<file path="src/rtl/sfx_scheduler.sv">
// Sound-effect arbiter: latches eat/hit/die request edges and plays one effect at a time
// on the APU trigger lines, frame-timed, with fixed priority die > hit > eat and a silent gap.
module sfx_scheduler #(
    parameter int EAT_FRAMES = 8,
    parameter int HIT_FRAMES = 6,
    parameter int DIE_FRAMES = 30,
    parameter int GAP_FRAMES = 2
) (
    input  logic       clk,
    input  logic       rst_n,
    input  logic       frame_end,
    input  logic       req_eat,
    input  logic       req_hit,
    input  logic       req_die,
    input  logic       mute,
    output logic       saw_trigger,
    output logic       square_trigger,
    output logic       noise_trigger,
    output logic       busy,
    output logic [1:0] active_id
);

    typedef enum logic [1:0] {IDLE, PLAY, GAP} state_t;

    localparam logic [1:0] ID_NONE = 2'd0;

    state_t     state, state_n;
    logic [5:0] cnt, cnt_n;
    logic [1:0] act, act_n;
    logic [2:0] pending, pending_n;
    logic [2:0] req_q;
    logic [2:0] edges, grant_mask, retrig_mask;
    logic [1:0] top_id;
    logic [2:0] trig_n;
    logic       busy_n;
    logic [1:0] active_id_n;

    // Pending bit index is id-1: bit0 eat, bit1 hit, bit2 die.
    function automatic logic [2:0] onehot(input logic [1:0] id);
        return (id == ID_NONE) ? 3'b000 : (3'b001 << (id - 2'd1));
    endfunction

    function automatic logic [5:0] dur(input logic [1:0] id);
        case (id)
            2'd1:    return 6'(EAT_FRAMES);
            2'd2:    return 6'(HIT_FRAMES);
            2'd3:    return 6'(DIE_FRAMES);
            default: return 6'd0;
        endcase
    endfunction

    assign edges  = {req_die, req_hit, req_eat} & ~req_q;
    assign top_id = pending[2] ? 2'd3 : pending[1] ? 2'd2 : pending[0] ? 2'd1 : ID_NONE;

    // State register: FSM, counter, pending latch, edge regs and registered outputs.
    always_ff @(posedge clk) begin
        if (!rst_n) begin
            state          <= IDLE;
            cnt            <= 6'd0;
            act            <= ID_NONE;
            pending        <= 3'b000;
            req_q          <= 3'b000;
            saw_trigger    <= 1'b0;
            square_trigger <= 1'b0;
            noise_trigger  <= 1'b0;
            busy           <= 1'b0;
            active_id      <= ID_NONE;
        end else begin
            state          <= state_n;
            cnt            <= cnt_n;
            act            <= act_n;
            pending        <= pending_n;
            req_q          <= {req_die, req_hit, req_eat};
            saw_trigger    <= trig_n[0];
            square_trigger <= trig_n[1];
            noise_trigger  <= trig_n[2];
            busy           <= busy_n;
            active_id      <= active_id_n;
        end
    end

    // Next-state logic.
    always_comb begin
        state_n     = state;
        cnt_n       = cnt;
        act_n       = act;
        grant_mask  = 3'b000;
        retrig_mask = 3'b000;
        case (state)
            IDLE: begin
                if (top_id != ID_NONE) begin
                    grant_mask = onehot(top_id);
                    act_n      = top_id;
                    cnt_n      = dur(top_id);
                    state_n    = PLAY;
                end
            end
            PLAY: begin
                retrig_mask = onehot(act);
                if (top_id > act) begin
                    // Preempted effect is simply dropped, never requeued.
                    grant_mask = onehot(top_id);
                    act_n      = top_id;
                    cnt_n      = dur(top_id);
                end else if ((edges & onehot(act)) != 3'b000) begin
                    cnt_n = dur(act);
                end else if (frame_end) begin
                    if (cnt == 6'd1) begin
                        if (GAP_FRAMES == 0) begin
                            state_n = IDLE;
                            act_n   = ID_NONE;
                        end else begin
                            state_n = GAP;
                            cnt_n   = 6'(GAP_FRAMES);
                        end
                    end else begin
                        cnt_n = cnt - 6'd1;
                    end
                end
            end
            GAP: begin
                if (frame_end) begin
                    if (cnt == 6'd1) begin
                        state_n = IDLE;
                        act_n   = ID_NONE;
                    end else begin
                        cnt_n = cnt - 6'd1;
                    end
                end
            end
            default: begin
                state_n = IDLE;
                act_n   = ID_NONE;
            end
        endcase
        pending_n = (pending & ~grant_mask) | (edges & ~retrig_mask);
    end

    // Output logic: next values of the registered outputs; mute only gates the triggers.
    always_comb begin
        trig_n      = 3'b000;
        busy_n      = (state_n != IDLE);
        active_id_n = (state_n == IDLE) ? ID_NONE : act_n;
        if (state_n == PLAY && !mute)
            trig_n = onehot(act_n);
    end

endmodule
</file>
<file path="config.mk">
export PLATFORM = sky130hd
export DESIGN_NAME = sfx_scheduler
export DESIGN_NICKNAME = d
export VERILOG_FILES = /design/src/rtl/sfx_scheduler.sv
export SDC_FILE = /design/constraint.sdc
export NUM_CORES = 1
export LEC_CHECK = 0
export CORE_UTILIZATION = 52
export CTS_CLUSTER_DIAMETER = 50
export CTS_CLUSTER_SIZE = 28
export DETAILED_ROUTE_END_ITERATION = 10
export PLACE_DENSITY_LB_ADDON = 0.12
export SLEW_MARGIN = 20
export SYNTH_ARGS = -nofsm -noshare
export SYNTH_HDL_FRONTEND = slang
export SYNTH_SLANG_ARGS = --single-unit
</file>
<file path="constraint.sdc">
create_clock -name clk -period 6.7 [get_ports clk]
set_clock_uncertainty 0.1 [all_clocks]
set_input_delay 0.67 -clock clk [delete_from_list [all_inputs] [get_ports clk]]
set_output_delay 0.67 -clock clk [all_outputs]
set_load 0.01 [all_outputs]
</file>
Word-level counts from Yosys, hierarchy flattened

Index checks and enable logic that the tools add are counted.

Add/subtract/negate cells: 4
Multiply operators: 0
Divide/modulo/power cells: 0
Order comparisons: 1
Equal/unequal tests: 14
Shift operators: 3
Mux-type cells: 32
Bitwise operators: 10
Reduce and logical (&&, ||, !) cells: 14

Operators with widths:

| operator                                          | number |
|---|---|
| two-way mux 6 bit                                 | 7 |
| case mux 5 bit (3 select lines)                   | 2 |
| two-way mux 2 bit                                 | 13 |
| case mux 6 bit (3 select lines)                   | 1 |
| two-way mux 3 bit                                 | 5 |
| bitwise AND 3 bit                                 | 4 |
| case mux 2 bit (3 select lines)                   | 2 |
| == test 2 bit (second input constant)             | 5 |
| zero test 2 bit                                   | 5 |
| inverter 3 bit                                    | 3 |
| left shift 1 x 2 -> 3 bit (first input constant)  | 3 |
| == test 2 x 1 -> 1 bit (second input constant)    | 4 |
| == test 6 x 1 -> 1 bit (second input constant)    | 1 |
| inequality test 2 bit (second input constant)     | 3 |
| case mux 3 bit (2 select lines)                   | 1 |
| nonzero test 3 bit                                | 2 |
| subtractor 2 x 1 -> 2 bit (second input constant) | 3 |
| subtractor 6 x 1 -> 6 bit (second input constant) | 1 |
| AND reduction 5 bit                               | 1 |
| inequality test 4 bit (second input constant)     | 1 |
| nonzero test 2 bit                                | 2 |
| bitwise OR 3 bit                                  | 1 |
| OR reduction 3 bit                                | 1 |
| > comparator 2 bit                                | 1 |
| 5 further kinds                                   | 6 |

Register bits after elaboration: 22
Bits in latches: 0
Memory bits (writable): 0
ROM bits: 0
Bits of input ports: 7
Output and inout bits: 6
Word-level logic and storage cells: 88
Memories kept: 0

Logic depth before layout (Yosys ltp)

Depth in word-level cells: 12
Mapped depth: 11
Mapped depth without buffers: 11

Worst setup path after synthesis

Ideal clock, no wire load.

Path type: register -> register
Start point: register pending[2]
End point: register square_trigger
Arrival: 2.901 ns
Slack: 3.603 ns
Stages on the path, launching flop included: 11
Clock period less this slack: 3.097 ns
Cell sequence: dfxtp_1 -> or2_2 -> buf_2 -> ha_1 -> nor2b_1 -> o211ai_1 -> a21bo_2 -> a211o_1 -> ha_1 -> or3b_2 -> nor4b_1

Cells in the longest elaborated chain, start to end: 8
Elaborated cells on any way between the ends: 16

RTL lines:

| what                                                     | RTL line | source |
|---|---|---|
| from (decl)                                              | 30       | `logic [2:0] pending, pending_n;` |
| from (signal assigned)                                   | 72       | `pending <= pending_n;` |
| two-way mux 2 bit *                                      | 53       | `assign top_id = pending[2] ? 2'd3 : pending[1] ? 2'd2 : pending[0] ? 2'd1 : ID_NONE;` |
| > comparator 2 bit or nonzero test 2 bit (tied branches) | 100, 91  |  |
| two-way mux 2 bit, on equally long branches              | 100, 91  |  |
| case mux 2 bit (3 select lines)                          | 89       | `case (state)` |
| == test 2 x 1 -> 1 bit                                   | 144      | `if (state_n == PLAY && !mute)` |
| logical AND 1 bit                                        | 144      |  |
| inverter 1 bit (no line)                                 | n/a      |  |
| OR reduction 3 bit (no line)                             | n/a      |  |
| to (signal assigned)                                     | 75       | `square_trigger <= trig_n[1];` |
| to (decl)                                                | 17       | `output logic square_trigger,` |

Mark *: on every way between the ends. The rest lies on a longest branch, timed or not.
A chain may end at the register's enable or synchronous reset.

Worst setup path after layout

Ends and elaborated chain as after synthesis.

==> summary.md <==
| Metric | Value |
|---|---|
| Via count of the first global-routing pass | `1,383` |
| CTS hold repair buffers | `0` |
| Clk pin slew, worst setup/hold paths | `0.14 ns` |
| Port buffer count | `12` |
| PwrDens | `256 nW/µm²` |
| Starting density of the core | `55.2%` |
| RSZ-0062 raised after global routing | `false` |
| Clk Latency, worst-skew pair | `0.32 ns` |
| Crit path time final | `3.37 ns` |
| First drt pass iteration count | `4` |
| Initial antenna violation count | `0` |
| Post-place setup slack | `3.39 ns` |
| P_sw | `160 µW` |
| Synth Register Bits | `22` |
| Post-synth EDFFs | `0` |
| Post-CTS Resized | `0` |
| Die area | `3180 µm²` |
| Synth cell count leaders | `22 x dfxtp_1, 17 x inv_1, 11 x a21oi_1, 11 x o21ai_0` |
| Clock power share | `24.0%` |
| Synth Instances | `185` |
| Switch share | `36.3%` |
| Total power | `442 µW` |
| Crit path DAT | `3.51 ns` |
| DRC errors left | `0` |
| Worst Path Max Fanout | `8` |
| FF-to-FF path depth | `9` |
| Hold path start | `cnt[1]` |
| Share of Yosys cell area claimed by the top area cell type | `28.7%` |
| Fin util | `62.0%` |
| R2R Setup Slk | `3.33 ns` |
| Final Net Count | `214` |
| Final Instance Area | `1730 µm²` |
| Final Setup Violations | `0` |
| Reg-to-Reg End | `square_trigger` |
| Worst-margin pin slew | `0.577 ns` |
| TritonCTS clock tree | `built` |
| Worst slew margin | `61.0%` |
| Main flop type after synthesis | `dfxtp_1` |
| MaxCap Viol Count | `0` |
| Max Transition Viols Final | `0` |
| Worst Setup Start Kind | `flip-flop` |
| Placed Area | `1670 µm²` |
| Critical Path RT | `6.84 ns` |
| # Post-CTS Setup Buffers | `0` |
| Hold path cells | `2` |
| Core area | `2780 µm²` |
| Count leader, synth | `dfxtp_1` |
| CP Capture Type | `flip-flop` |
| Gp weighted congestion | `0.897` |
| Final worst slack | `3.33 ns` |
| Via Count | `1,485` |
| Filler cells | `271` |
| Final WL | `3850 µm` |
| Sequential power share | `37.2%` |
| Pint | `281 µW` |
| Pleak | `0.000684 µW` |
| Multi-input gate area | `1010 µm²` |
| DRT iter0 DRCs | `72` |
| Worst hold path type | `flip-flop to flip-flop` |
| Post-DR wirelength/cell | `17.0 µm` |
| Post-synth ARST share | `0%` |
| Fmax | `0.297 GHz` |
| Flip-flop and latch area | `440 µm²` |
| Dpl hpwl | `2910 µm` |
| Comb power frac | `38.8%` |
| Max VDD drop | `0.172 mV` |
| Max clock buf depth | `2` |
| Via-to-Cell Ratio | `6.54` |
| Total CTS buffers | `3` |
| Top Ports | `13` |
| Seq/Total Area, Yosys | `28.7%` |
| Critical path type | `flip-flop to flip-flop` |
| Root Driver | `clkbuf_4` |
| Outcome | `finished clean` |
| WHS Endpoint | `cnt[1]` |
| Synth Cell Area | `1540 µm²` |
| GRT busiest layer | `met2` |
| Top post-synthesis cells by area | `dfxtp_1 29%, ha_1 8.1%, inv_1 4.2%` |
| Area leader, netlist | `dfxtp_1` |
| Routing usage on met3 | `2.30%` |
| GRT Util Overall | `25.6%` |
| GRT Residual Overflow | `0` |
| Unique masters post-synth | `55` |
| Final hold vios | `0` |
| Met2 usage in global routing | `44.4%` |
| Cell Rows | `19` |
| Fin crit share | `50.2%` |
| Clock sink count | `22` |
| TNS Setup | `0 ns` |
| Area delta synth->final | `12.3%` |
| Largest net degree at the start of global routing | `14` |
| Die Y | `56.4 µm` |
| Die width | `56.4 µm` |
| Syn nets | `202` |
| Reg-to-reg critical path startpoint | `pending[2]` |
| First-pass GRT wire length | `6400 µm` |
| YS warnings | `0` |
| Mean Syn Cell Area | `8.31 µm²` |
| Htree depth | `1` |
| ANT cells | `0` |
| Layout cell share with drive strength beyond 1 | `8.16%` |
| Met1 Usage GRT | `33.1%` |
| Antenna-violating nets left | `0` |
## power groups by stage
stage          clock network [µW]  logic, µW  registers (µW)
2_1_floorplan                   0        128             160
3_5_place_dp                    0        166             166
3_3_place_gp                    0        163             165
6_report                      106        171             164
4_1_cts                       107        168             163
5_1_grt                       110        189             166
## worst max-delay path, stage by stage, from the launching register on
cell and delay (ns):
dfxtp_1 0.40, or2_2 0.39, ha_1 0.36, nor2b_1 0.18, o211ai_1 0.19, a21bo_2 0.27, a211o_1 0.36, ha_1 0.31
or3b_2 0.46, nor4b_1 0.27
## worst max-delay path by stage
stage,from,endpoint
after floorplan,pending[2],square_trigger
after global placement,frame_end,square_trigger
after detailed placement,pending[2],square_trigger
after CTS,pending[2],square_trigger
after global routing,pending[2],square_trigger
final,pending[2],square_trigger
## cells in the final DEF (no fill, tap or decap), types with 2 or more instances in the layout
cell type	count
dfxtp_1	22
inv_1	17
clkdlybuf4s50_1	12
a21oi_1	11
o21ai_0	11
nor2_1	10
ha_1	10
nand2_1	8
nor2b_1	7
nor3_1	6
and2_1	5
nor3b_1	4
or3_1	4
or2_2	3
a21o_1	3
o211ai_1	3
nand2b_1	3
nor4_1	3
clkbuf_4	3
and3_1	2
a211o_1	2
nand4bb_1	2
xor2_1	2
and3b_1	2
o311ai_0	2
o31ai_1	2
nor4b_1	2
nand3_1	2
o21a_1	2
o2111ai_1	2
a32o_1	2
a31oi_1	2
a311oi_1	2
## stage by stage
stage          hold WS, ns  instances
4_1_cts              0.459        227
3_3_place_gp         0.408        223
2_1_floorplan        0.384        185
5_1_grt              0.488        227
3_5_place_dp         0.437        223
6_report             0.470        227
## flip-flops by register name (all words and copies together), names as in the netlist
name,count
req_q,3
pending,3
cnt,6
state,2
act,2
noise_trigger,1
active_id,2
square_trigger,1
saw_trigger,1
busy,1
## kinds of logic (layout without fill, tap and decap cells)
logic type	count (synthesis)	count (layout)	share of synthesized area [%]
xor gates and xnor gates	2	2	1.14
AOI/OAI and AO/OA	55	55	26.2
and+or+nand+nor	73	73	29.5
DFF	22	22	28.7
muxes	1	1	0.733
buffers and inverters	22	33	5.62
adders and majority gates	10	10	8.14
## per-layer routing
metal / wire, µm / up-vias
met1: 1670 / 704
met5: 0 / -
met4: 70 / 0
met3: 233 / 11
met2: 1880 / 63
li1: - / 707
## layout make-up
cell class | instances | area share (%)
repair buffers | 12 | 6.96
well taps | 31 | 2.25
inverters | 17 | 3.70
flip-flops and latches | 22 | 25.5
multi-input cells | 141 | 58.5
clock inverters | 1 | 1.74
clock buffers | 3 | 1.31
(Power assumes the default switching activity.)
